<file path="src/rtl/bus_arb_mux.sv">
// N-input arbitrating bus multiplexer: round-robin or fixed-priority grant,
// one registered output stage, valid/ready handshakes on every channel.
module bus_arb_mux #(
    parameter  int WIDTH = 64,
    parameter  int N     = 4,
    parameter  int MODE  = 0,
    localparam int SELW  = $clog2(N)
) (
    input  logic                      clk,
    input  logic                      reset,
    input  logic [N-1:0][WIDTH-1:0]   in_data,
    input  logic [N-1:0]              in_valid,
    output logic [N-1:0]              in_ready,
    output logic [WIDTH-1:0]          out_data,
    output logic                      out_valid,
    input  logic                      out_ready,
    output logic [SELW-1:0]           out_sel
);

    logic [WIDTH-1:0] r_out_data;
    logic             r_out_valid;
    logic [SELW-1:0]  r_out_sel;
    logic [SELW-1:0]  r_ptr;

    logic             w_can_load;
    logic             w_gnt_any;
    logic [SELW-1:0]  w_gnt_idx;
    logic             w_in_xfer;
    logic [N-1:0]     w_in_ready;

    // k-th candidate of the scan: k-1 for fixed priority, ptr+k modulo N for round-robin
    function automatic logic [SELW-1:0] scan_idx(input logic [SELW-1:0] ptr, input int k);
        int sum;
        if (MODE == 1) begin
            sum = k - 1;
        end else begin
            sum = int'(ptr) + k;
        end
        if (sum >= N) begin
            sum = sum - N;
        end else begin
            sum = sum;
        end
        return SELW'(sum);
    endfunction

    assign w_can_load = !r_out_valid || out_ready;

    // Grant: first requesting channel in scan order; independent of in_ready
    always_comb begin
        w_gnt_any = 1'b0;
        w_gnt_idx = {SELW{1'b0}};
        for (int k = 1; k <= N; k++) begin
            if (!w_gnt_any && in_valid[scan_idx(r_ptr, k)]) begin
                w_gnt_any = 1'b1;
                w_gnt_idx = scan_idx(r_ptr, k);
            end else begin
                w_gnt_any = w_gnt_any;
            end
        end
    end

    assign w_in_xfer = w_gnt_any && w_can_load && !reset;

    // Accept strobe: only the granted channel, only when the output stage can load
    always_comb begin
        w_in_ready = {N{1'b0}};
        if (w_in_xfer) begin
            w_in_ready[w_gnt_idx] = 1'b1;
        end else begin
            w_in_ready = {N{1'b0}};
        end
    end

    // Output register and round-robin pointer; a pending word is dropped on reset
    always_ff @(posedge clk) begin
        if (reset) begin
            r_out_valid <= 1'b0;
            r_out_data  <= {WIDTH{1'b0}};
            r_out_sel   <= {SELW{1'b0}};
            r_ptr       <= SELW'(N - 1);
        end else begin
            if (w_in_xfer) begin
                r_out_valid <= 1'b1;
                r_out_data  <= in_data[w_gnt_idx];
                r_out_sel   <= w_gnt_idx;
            end else if (r_out_valid && out_ready) begin
                r_out_valid <= 1'b0;
            end else begin
                r_out_valid <= r_out_valid;
            end
            if ((MODE == 0) && w_in_xfer) begin
                r_ptr <= w_gnt_idx;
            end else begin
                r_ptr <= r_ptr;
            end
        end
    end

    assign in_ready  = w_in_ready;
    assign out_data  = r_out_data;
    assign out_valid = r_out_valid;
    assign out_sel   = r_out_sel;

endmodule

</file>
<file path="config.mk">
export PLATFORM = sky130hd
export DESIGN_NAME = bus_arb_mux
export DESIGN_NICKNAME = d
export VERILOG_FILES = /design/src/rtl/bus_arb_mux.sv
export SDC_FILE = /design/constraint.sdc
export NUM_CORES = 1
export LEC_CHECK = 0
export BUFFER_PORTS_ARGS = -buffer_cell sky130_fd_sc_hd__buf_2
export CAP_MARGIN = 0
export CORE_AREA = 2 2 129 131
export DETAILED_ROUTE_END_ITERATION = 10
export DIE_AREA = 0 0 131 133
export PLACE_DENSITY_LB_ADDON = 0.1
export SETUP_SLACK_MARGIN = 0.4
export SYNTH_ARGS = -nofsm -noshare
export SYNTH_HDL_FRONTEND = slang
export SYNTH_SLANG_ARGS = --single-unit
export TNS_END_PERCENT = 50
</file>
<file path="constraint.sdc">
create_clock -name clk -period 1.7 [get_ports clk]
set_input_delay 0.255 -clock clk [delete_from_list [all_inputs] [get_ports clk]]
set_output_delay 0.255 -clock clk [all_outputs]
set_load 0.005 [all_outputs]
</file>
==> results of run 1 <==
[flip-flops by register name (all words and copies together), names as in the netlist]
register   cells
out_data      64
r_ptr          2
out_sel        2
out_valid      1
[where the power goes]
| part | switching [uW] | total, uW | internal, uW |
|---|---|---|---|
| logic | 1450 | 3160 | 1700 |
| registers | 163 | 2100 | 1940 |
| clock network | 740 | 2000 | 1250 |
[how the worst min path moves through the flow]
| stage | start | endpoint | slack, ns | cells past startpoint |
|---|---|---|---|---|
| floorplan | out_sel[1]$_SDFFE_PP0P_ | out_sel[1]$_SDFFE_PP0P_ | 0.45 | 2 |
| global placement | out_sel[1]$_SDFFE_PP0P_ | out_sel[1]$_SDFFE_PP0P_ | 0.45 | 2 |
| detailed placement | out_sel[1]$_SDFFE_PP0P_ | out_sel[1]$_SDFFE_PP0P_ | 0.45 | 2 |
| CTS | in_data[87] | out_data[23]$_SDFFE_PP0P_ | 0.21 | 3 |
| global route | in_data[71] | out_data[7]$_SDFFE_PP0P_ | 0.23 | 3 |
| finish | in_data[87] | out_data[23]$_SDFFE_PP0P_ | 0.22 | 3 |
[logic make-up after synthesis]
group	after synthesis	synth area share, %
AO/OA/AOI/OAI	125	19.5
AND/OR/NAND/NOR	169	19.7
buffers and inverters	91	8.80
flip-flops	69	29.1
multiplexers	104	23.0
[cell usage after synthesis (all sizes together) (25+ instances only)]
library cell and number:
buf 35, clkbuf 31, dfxtp 69, inv 25, mux2 40, mux2i 64, nand2 42, nand2b 26
nand4 80, o211ai 40
[repair_timing]
| item | 4_1_cts | 5_1_grt |
|---|---|---|
| setup endpoints to repair | 72 | 72 |
| resized for setup | 46 | 37 |
| pin swaps | 9 | 7 |
| hold endpoints to repair | 0 | 0 |
| hold buffers | 0 | 0 |
| cloned | 4 | 2 |
| setup buffers | 12 | 8 |
[metrics by stage]
| step | util, % | total power (uW) | area [um^2] | worst slack [ns] |
|---|---|---|---|---|
| after floorplan | - | 3570 | 4910 | 0.0924 |
| after global placement | 44.2 | 4750 | 7150 | -0.202 |
| after detailed placement | 44.2 | 4800 | 7150 | -0.215 |
| after CTS | 48.9 | 7130 | 7910 | -0.193 |
| after global routing | 50.4 | 7640 | 8150 | -0.266 |
| final | 50.4 | 7260 | 8150 | -0.192 |
[per-layer routing]
metal	track usage (%)	part of all wire, %	vias up
met2	40.3	52	235
met4	8.63	2.7	2
met1	23.3	38	2808
li1	-	-	2874
met5	0	0.040	-
met3	5.26	7.2	39
[critical path: cells and delay by family (launching register included)]
family,cells,cell delay [ns]
flops,1,0.34
buf+inv,3,0.37
simple gates,3,0.30
compound gates,2,0.30
[area by class of cell]
cell class | instances | area share [%]
clock buffer | 13 | 3.32
clock inverter | 3 | 0.522
inverter | 25 | 1.15
multi-input combinational | 398 | 40.7
sequential | 69 | 17.0
tap | 220 | 3.38
timing repair buffer | 418 | 34.0
==> flow_summary.yaml, run 1 <==
detailed_routing:
  via_count: 5958
  drt_pass1_iterations: 5
  detail_route.wl_per_cell_um: 17.5
  routed_wl_um: 20100
  antenna_left: 0
  viasPerCell: 5.20
  drt_iter0_markers: 199
  drc: 0
logic_synthesis:
  synth_warnings: 0
  syn-cell-area_mm2: 0.00475
  synth_ff_type: "dfxtp_1"
  synth_top_area_share_pct: 29.1
  synth_fp_nets: 821
  synth.largest_area_cell: "dfxtp_1"
  ys_ff_latch: 69
  synth-edff-count: 0
  synthTopCellsByArea: "dfxtp_1 29%, mux2i_1 13%, nand4_1 11%"
  avgSynthCellArea_um2: 8.51
  ys_types: 35
  yosysSeqAreaShare_pct: 29.1
  synth_cells: 558
  async_flop_share_pct: 0
finish:
  nets: 1184
  nFillCells: 1592
  area_growth_syn_to_layout_pct: 71.5
  layout_common_cells: "332 x buf_2, 80 x nand4_1, 66 x dfxtp_1"
  layout-drive-gt1-share_pct: 56.5
  final_common_cell: "buf_2"
  seq_area_mm2: 0.00139
  multi_input_area_mm2: 0.00331
  stdcell_count: 1146
  antenna_cells: 0
status:
  status: "finished, violations left"
  violations: "negative setup slack"
worst_setup_path:
  reg2reg_depth: 9
  crit_type: "reg2out"
  worstPathArrival_ns: 1.64
  critPathMaxStageDelay_ns: 0.34
  cp_cell_sequence: "nor2b_1 -> buf_4 -> o21ai_4 -> buf_6 -> nand2_4 -> a21oi_4 -> and3_4 -> buf_6"
  rrSetupSlack_ns: -0.17
  worstSetupEndpointType: "output pin"
  startpoint_type: "flip-flop"
  required_ns: 1.44
  worstPathMaxFanout: 4
  crit_path_end: "in_ready[2]"
  reg2reg_to: "out_data[49]$_SDFFE_PP0P_"
  rr_startpoint: "r_ptr[0]$_SDFFE_PP1P_"
  setup.worst_path.start: "r_ptr[0]$_SDFFE_PP1P_"
  path_common_cell: "buf_6"
  slowest_stage: "dfxtp_2"
timing:
  setup-tns-final_ns: -7.67
  fin_crit_ns: 1.89
  hold-worst-slack_ns: 0.218
  tightest_slew_ns: 0.304
  fin_crit_sh_pct: 111
  clock.fmax_ghz: 0.529
  finalSetupViolations: 68
  relSlewSlack_pct: 79.8
  slew_viol_final: 0
  fin_skew_ns: 0.00786
  rsz0062_at_grt: "true"
  setup_slack_ns: -0.192
  hold_viol_final: 0
hold_path:
  hp-class: "in2reg"
grt:
  grt_max_degree: 65
  grt_remaining_overflow: 0
  grt_pass1_vias: 6060
  grt_pass1_wl_um: 29800
  antenna_found_initial: 1
  grt_use_total_pct: 21.8
placed_design:
  hpwl_um: 14600
  place_congestion: 0.821
  placed_cells: 1104
  portBuffers: 333
clocking:
  clockBufferDepth: 2
  ctsRootBufferMaster: "clkbuf_16"
  cts_inserted_buffers: 9
  path_clk_slew_ns: 0.06
  h-tree-depth: 3
  cts_tree: "built"
  clock-sinks: 69
  clk_latency_ns: 0.34
power_and_ir_drop:
  p_leak_uw: 0.00378
  power-per-cell-area_mw_per_mm2: 891
  vdd_drop_max_mv: 0.550
die:
  die_x_um: 131
  die_area_mm2: 0.0174
  ios: 334
  placementRows: 47
  die-height_um: 133
  core_region_area_mm2: 0.0162
  start_util_pct: 29.4
flow_run:
  max_cap_viol_count: 0
Note: power is estimated with default switching activity, not from simulation.
==> inputs of run 2 (changes only) <==
ABC_AREA = 1   (was default)
CORE_AREA = default   (was 2 2 129 131)
CORE_ASPECT_RATIO = 0.5   (was default)
CORE_UTILIZATION = 38   (was default)
DIE_AREA = default   (was 0 0 131 133)
==> run 2 against run 1 <==
Effect of this change:
- the flow still finishes with violations (negative setup slack)
- area after synthesis is 0.87% higher
- clock power is 7% lower
- count of clock-buffer cells in the layout is 2 lower
==> flow_summary.yaml, run 2 <==
logic_synthesis:
  ys_types: 23
  synth_fp_nets: 1106
  async_flop_share_pct: 0
  yosysMostFrequentCell: "nand2_1"
  synth_warnings: 0
  synth.largest_area_cell: "nand2_1"
  synth-edff-count: 0
  synth_cells: 843
  avgSynthCellArea_um2: 5.68
  syn-cell-area_mm2: 0.00479
  synth_top_area_share_pct: 30.5
  yosysSeqAreaShare_pct: 28.8
  ys_ff_latch: 69
  synthTopCellsByArea: "nand2_1 30%, dfxtp_1 29%, nand3_1 20%"
  netlist_top_cells_count: "389 x nand2_1, 189 x nand3_1, 69 x dfxtp_1"
  synth_ff_type: "dfxtp_1"
hold_path:
  hp-class: "in2reg"
worst_setup_path:
  worstSetupEndpointType: "flip-flop"
  slowest_stage: "dfxtp_4"
  worstPathArrival_ns: 2.42
  crit_type: "reg2reg"
  rrSetupSlack_ns: -0.50
  crit_path_end: "out_data[63]$_SDFFE_PP0P_"
  startpoint_type: "flip-flop"
  worstPathMaxFanout: 9
  reg2reg_to: "out_data[63]$_SDFFE_PP0P_"
  reg2reg_depth: 16
  setup.worst_path.start: "r_ptr[0]$_SDFFE_PP1P_"
  rr_startpoint: "r_ptr[0]$_SDFFE_PP1P_"
  cp_cell_sequence: "buf_6 -> nand2_4 -> nand2_4 -> nand2_1 -> nand2_2 -> nand2_2 -> nand3_2 -> nand3_4 -> buf_4 -> buf_12 -> buf_12 -> buf_16 -> nand2_1 -> nand3_1 -> nand3_1 -> nand2_1"
  required_ns: 1.92
  path_common_cell: "nand2_1"
  critPathMaxStageDelay_ns: 0.40
timing:
  fin_skew_ns: 0.00781
  finalSetupViolations: 72
  rsz0062_at_grt: "true"
  fin_crit_ns: 2.20
  slew_viol_final: 0
  relSlewSlack_pct: 77.9
  clock.fmax_ghz: 0.455
  setup_slack_ns: -0.498
  tightest_slew_ns: 0.332
  fin_crit_sh_pct: 129
  hold_viol_final: 0
finish:
  multi_input_area_mm2: 0.00337
  area_growth_syn_to_layout_pct: 76.2
  layout-drive-gt1-share_pct: 44.0
  layout_common_cells: "349 x nand2_1, 333 x buf_2, 161 x nand3_1"
  largest_register_ffs: 64
  seq_area_mm2: 0.00139
  nFillCells: 1084
  antenna_cells: 0
  postLayoutCellArea_mm2: 0.00844
  nets: 1474
  final_common_cell: "nand2_1"
status:
  status: "finished, violations left"
  violations: "negative setup slack"
power_and_ir_drop:
  power-per-cell-area_mw_per_mm2: 2820
  vdd_drop_max_mv: 1.28
  p_leak_uw: 0.00469
  power_uw: 23800
grt:
  grt_remaining_overflow: 0
  grt_pass1_wl_um: 31400
  grt_use_total_pct: 30.4
  antenna_found_initial: 0
  grt_pass1_vias: 6414
  grt_max_degree: 68
die:
  placementRows: 28
  die-height_um: 81.4
  core_region_area_mm2: 0.0121
  start_util_pct: 39.8
  ios: 334
  die_area_mm2: 0.0131
  die_x_um: 161
clocking:
  path_clk_slew_ns: 0.06
  ctsRootBufferMaster: "clkbuf_16"
  clk_latency_ns: 0.33
  clockBufferDepth: 2
  clock-sinks: 69
  h-tree-depth: 3
  cts_inserted_buffers: 9
  cts_tree: "built"
flow_run:
  max_cap_viol_count: 0
detailed_routing:
  drt_iter0_markers: 703
  drc: 0
  detail_route.wl_per_cell_um: 16.0
  viasPerCell: 5.23
  antenna_left: 0
  drt_pass1_iterations: 5
  via_count: 7224
  routed_wl_um: 22100
placed_design:
  hpwl_um: 13000
  place_congestion: 0.881
  place_area_mm2: 0.00692
  portBuffers: 333
[run 2: routing by layer]
metal | GRT usage [%] | vias up | share of wire, %
met5 | 0 | - | 0
met1 | 38.0 | 3260 | 41
met3 | 5.72 | 75 | 9.6
met2 | 52.8 | 403 | 47
met4 | 11.7 | 0 | 3.1
li1 | - | 3486 | -
[run 2: repair_timing]
action	4_1_cts	5_1_grt
gates resized for setup	117	19
gates cloned	15	4
pin swaps	35	12
setup buffers	23	8
setup endpoints to repair	73	73
hold buffers	0	0
[run 2: cell type report]
cell class / instances / share of cell area (%)
repair buffers: 424 / 36.6
flip-flops and latches: 69 / 16.5
clock inverters: 4 / 0.578
well taps: 165 / 2.45
inverters: 19 / 1.17
multi-input cells: 688 / 39.9
clock buffers: 11 / 2.88
[run 2: worst min path at each step]
stage | endpoint | start | cells after the start
2_1_floorplan | out_sel[1]$_SDFFE_PP0P_ | reset | 1
3_3_place_gp | out_sel[1]$_SDFFE_PP0P_ | out_sel[1]$_SDFFE_PP0P_ | 2
3_5_place_dp | out_sel[1]$_SDFFE_PP0P_ | out_sel[1]$_SDFFE_PP0P_ | 2
4_1_cts | out_sel[1]$_SDFFE_PP0P_ | reset | 2
5_1_grt | out_sel[1]$_SDFFE_PP0P_ | reset | 2
6_report | out_sel[1]$_SDFFE_PP0P_ | reset | 2
[run 2: logic make-up after synthesis]
family,after synthesis,synth area share (%)
buffers and inverters,86,8.83
and+or+nand+nor,683,61.7
DFF,69,28.8
AOI/OAI and AO/OA,5,0.601
[run 2: where the power goes]
| part | total [uW] | internal, uW | switching, uW | leakage (uW) |
|---|---|---|---|---|
| combinational | 19100 | 9080 | 10100 | 0.00397 |
| clock | 1870 | 1170 | 700 | 0.000145 |
| sequential | 2790 | 2400 | 384 | 0.000577 |
| total | 23800 | 12600 | 11100 | 0.00469 |
[run 2: critical path, delay by kind of cell, from the launching register on]
family | cells | cell delay (ns)
buffers and inverters | 5 | 0.73
flip-flops | 1 | 0.40
AND/OR/NAND/NOR | 11 | 0.95
[run 2: metrics by stage]
step                utilization (%)  worst slack (ns)  std cells  setup TNS [ns]  hold WS [ns]
floorplan                         -           -0.0469        843           -1.18         0.324
global placement               57.4            -0.229       1315          -12.76         0.450
detailed placement             57.4            -0.280       1315          -16.38         0.454
CTS                            68.1            -0.383       1368          -21.92         0.121
global route                   70.0            -0.606       1380          -36.28         0.142
finish                         70.0            -0.498       1380          -28.97         0.129
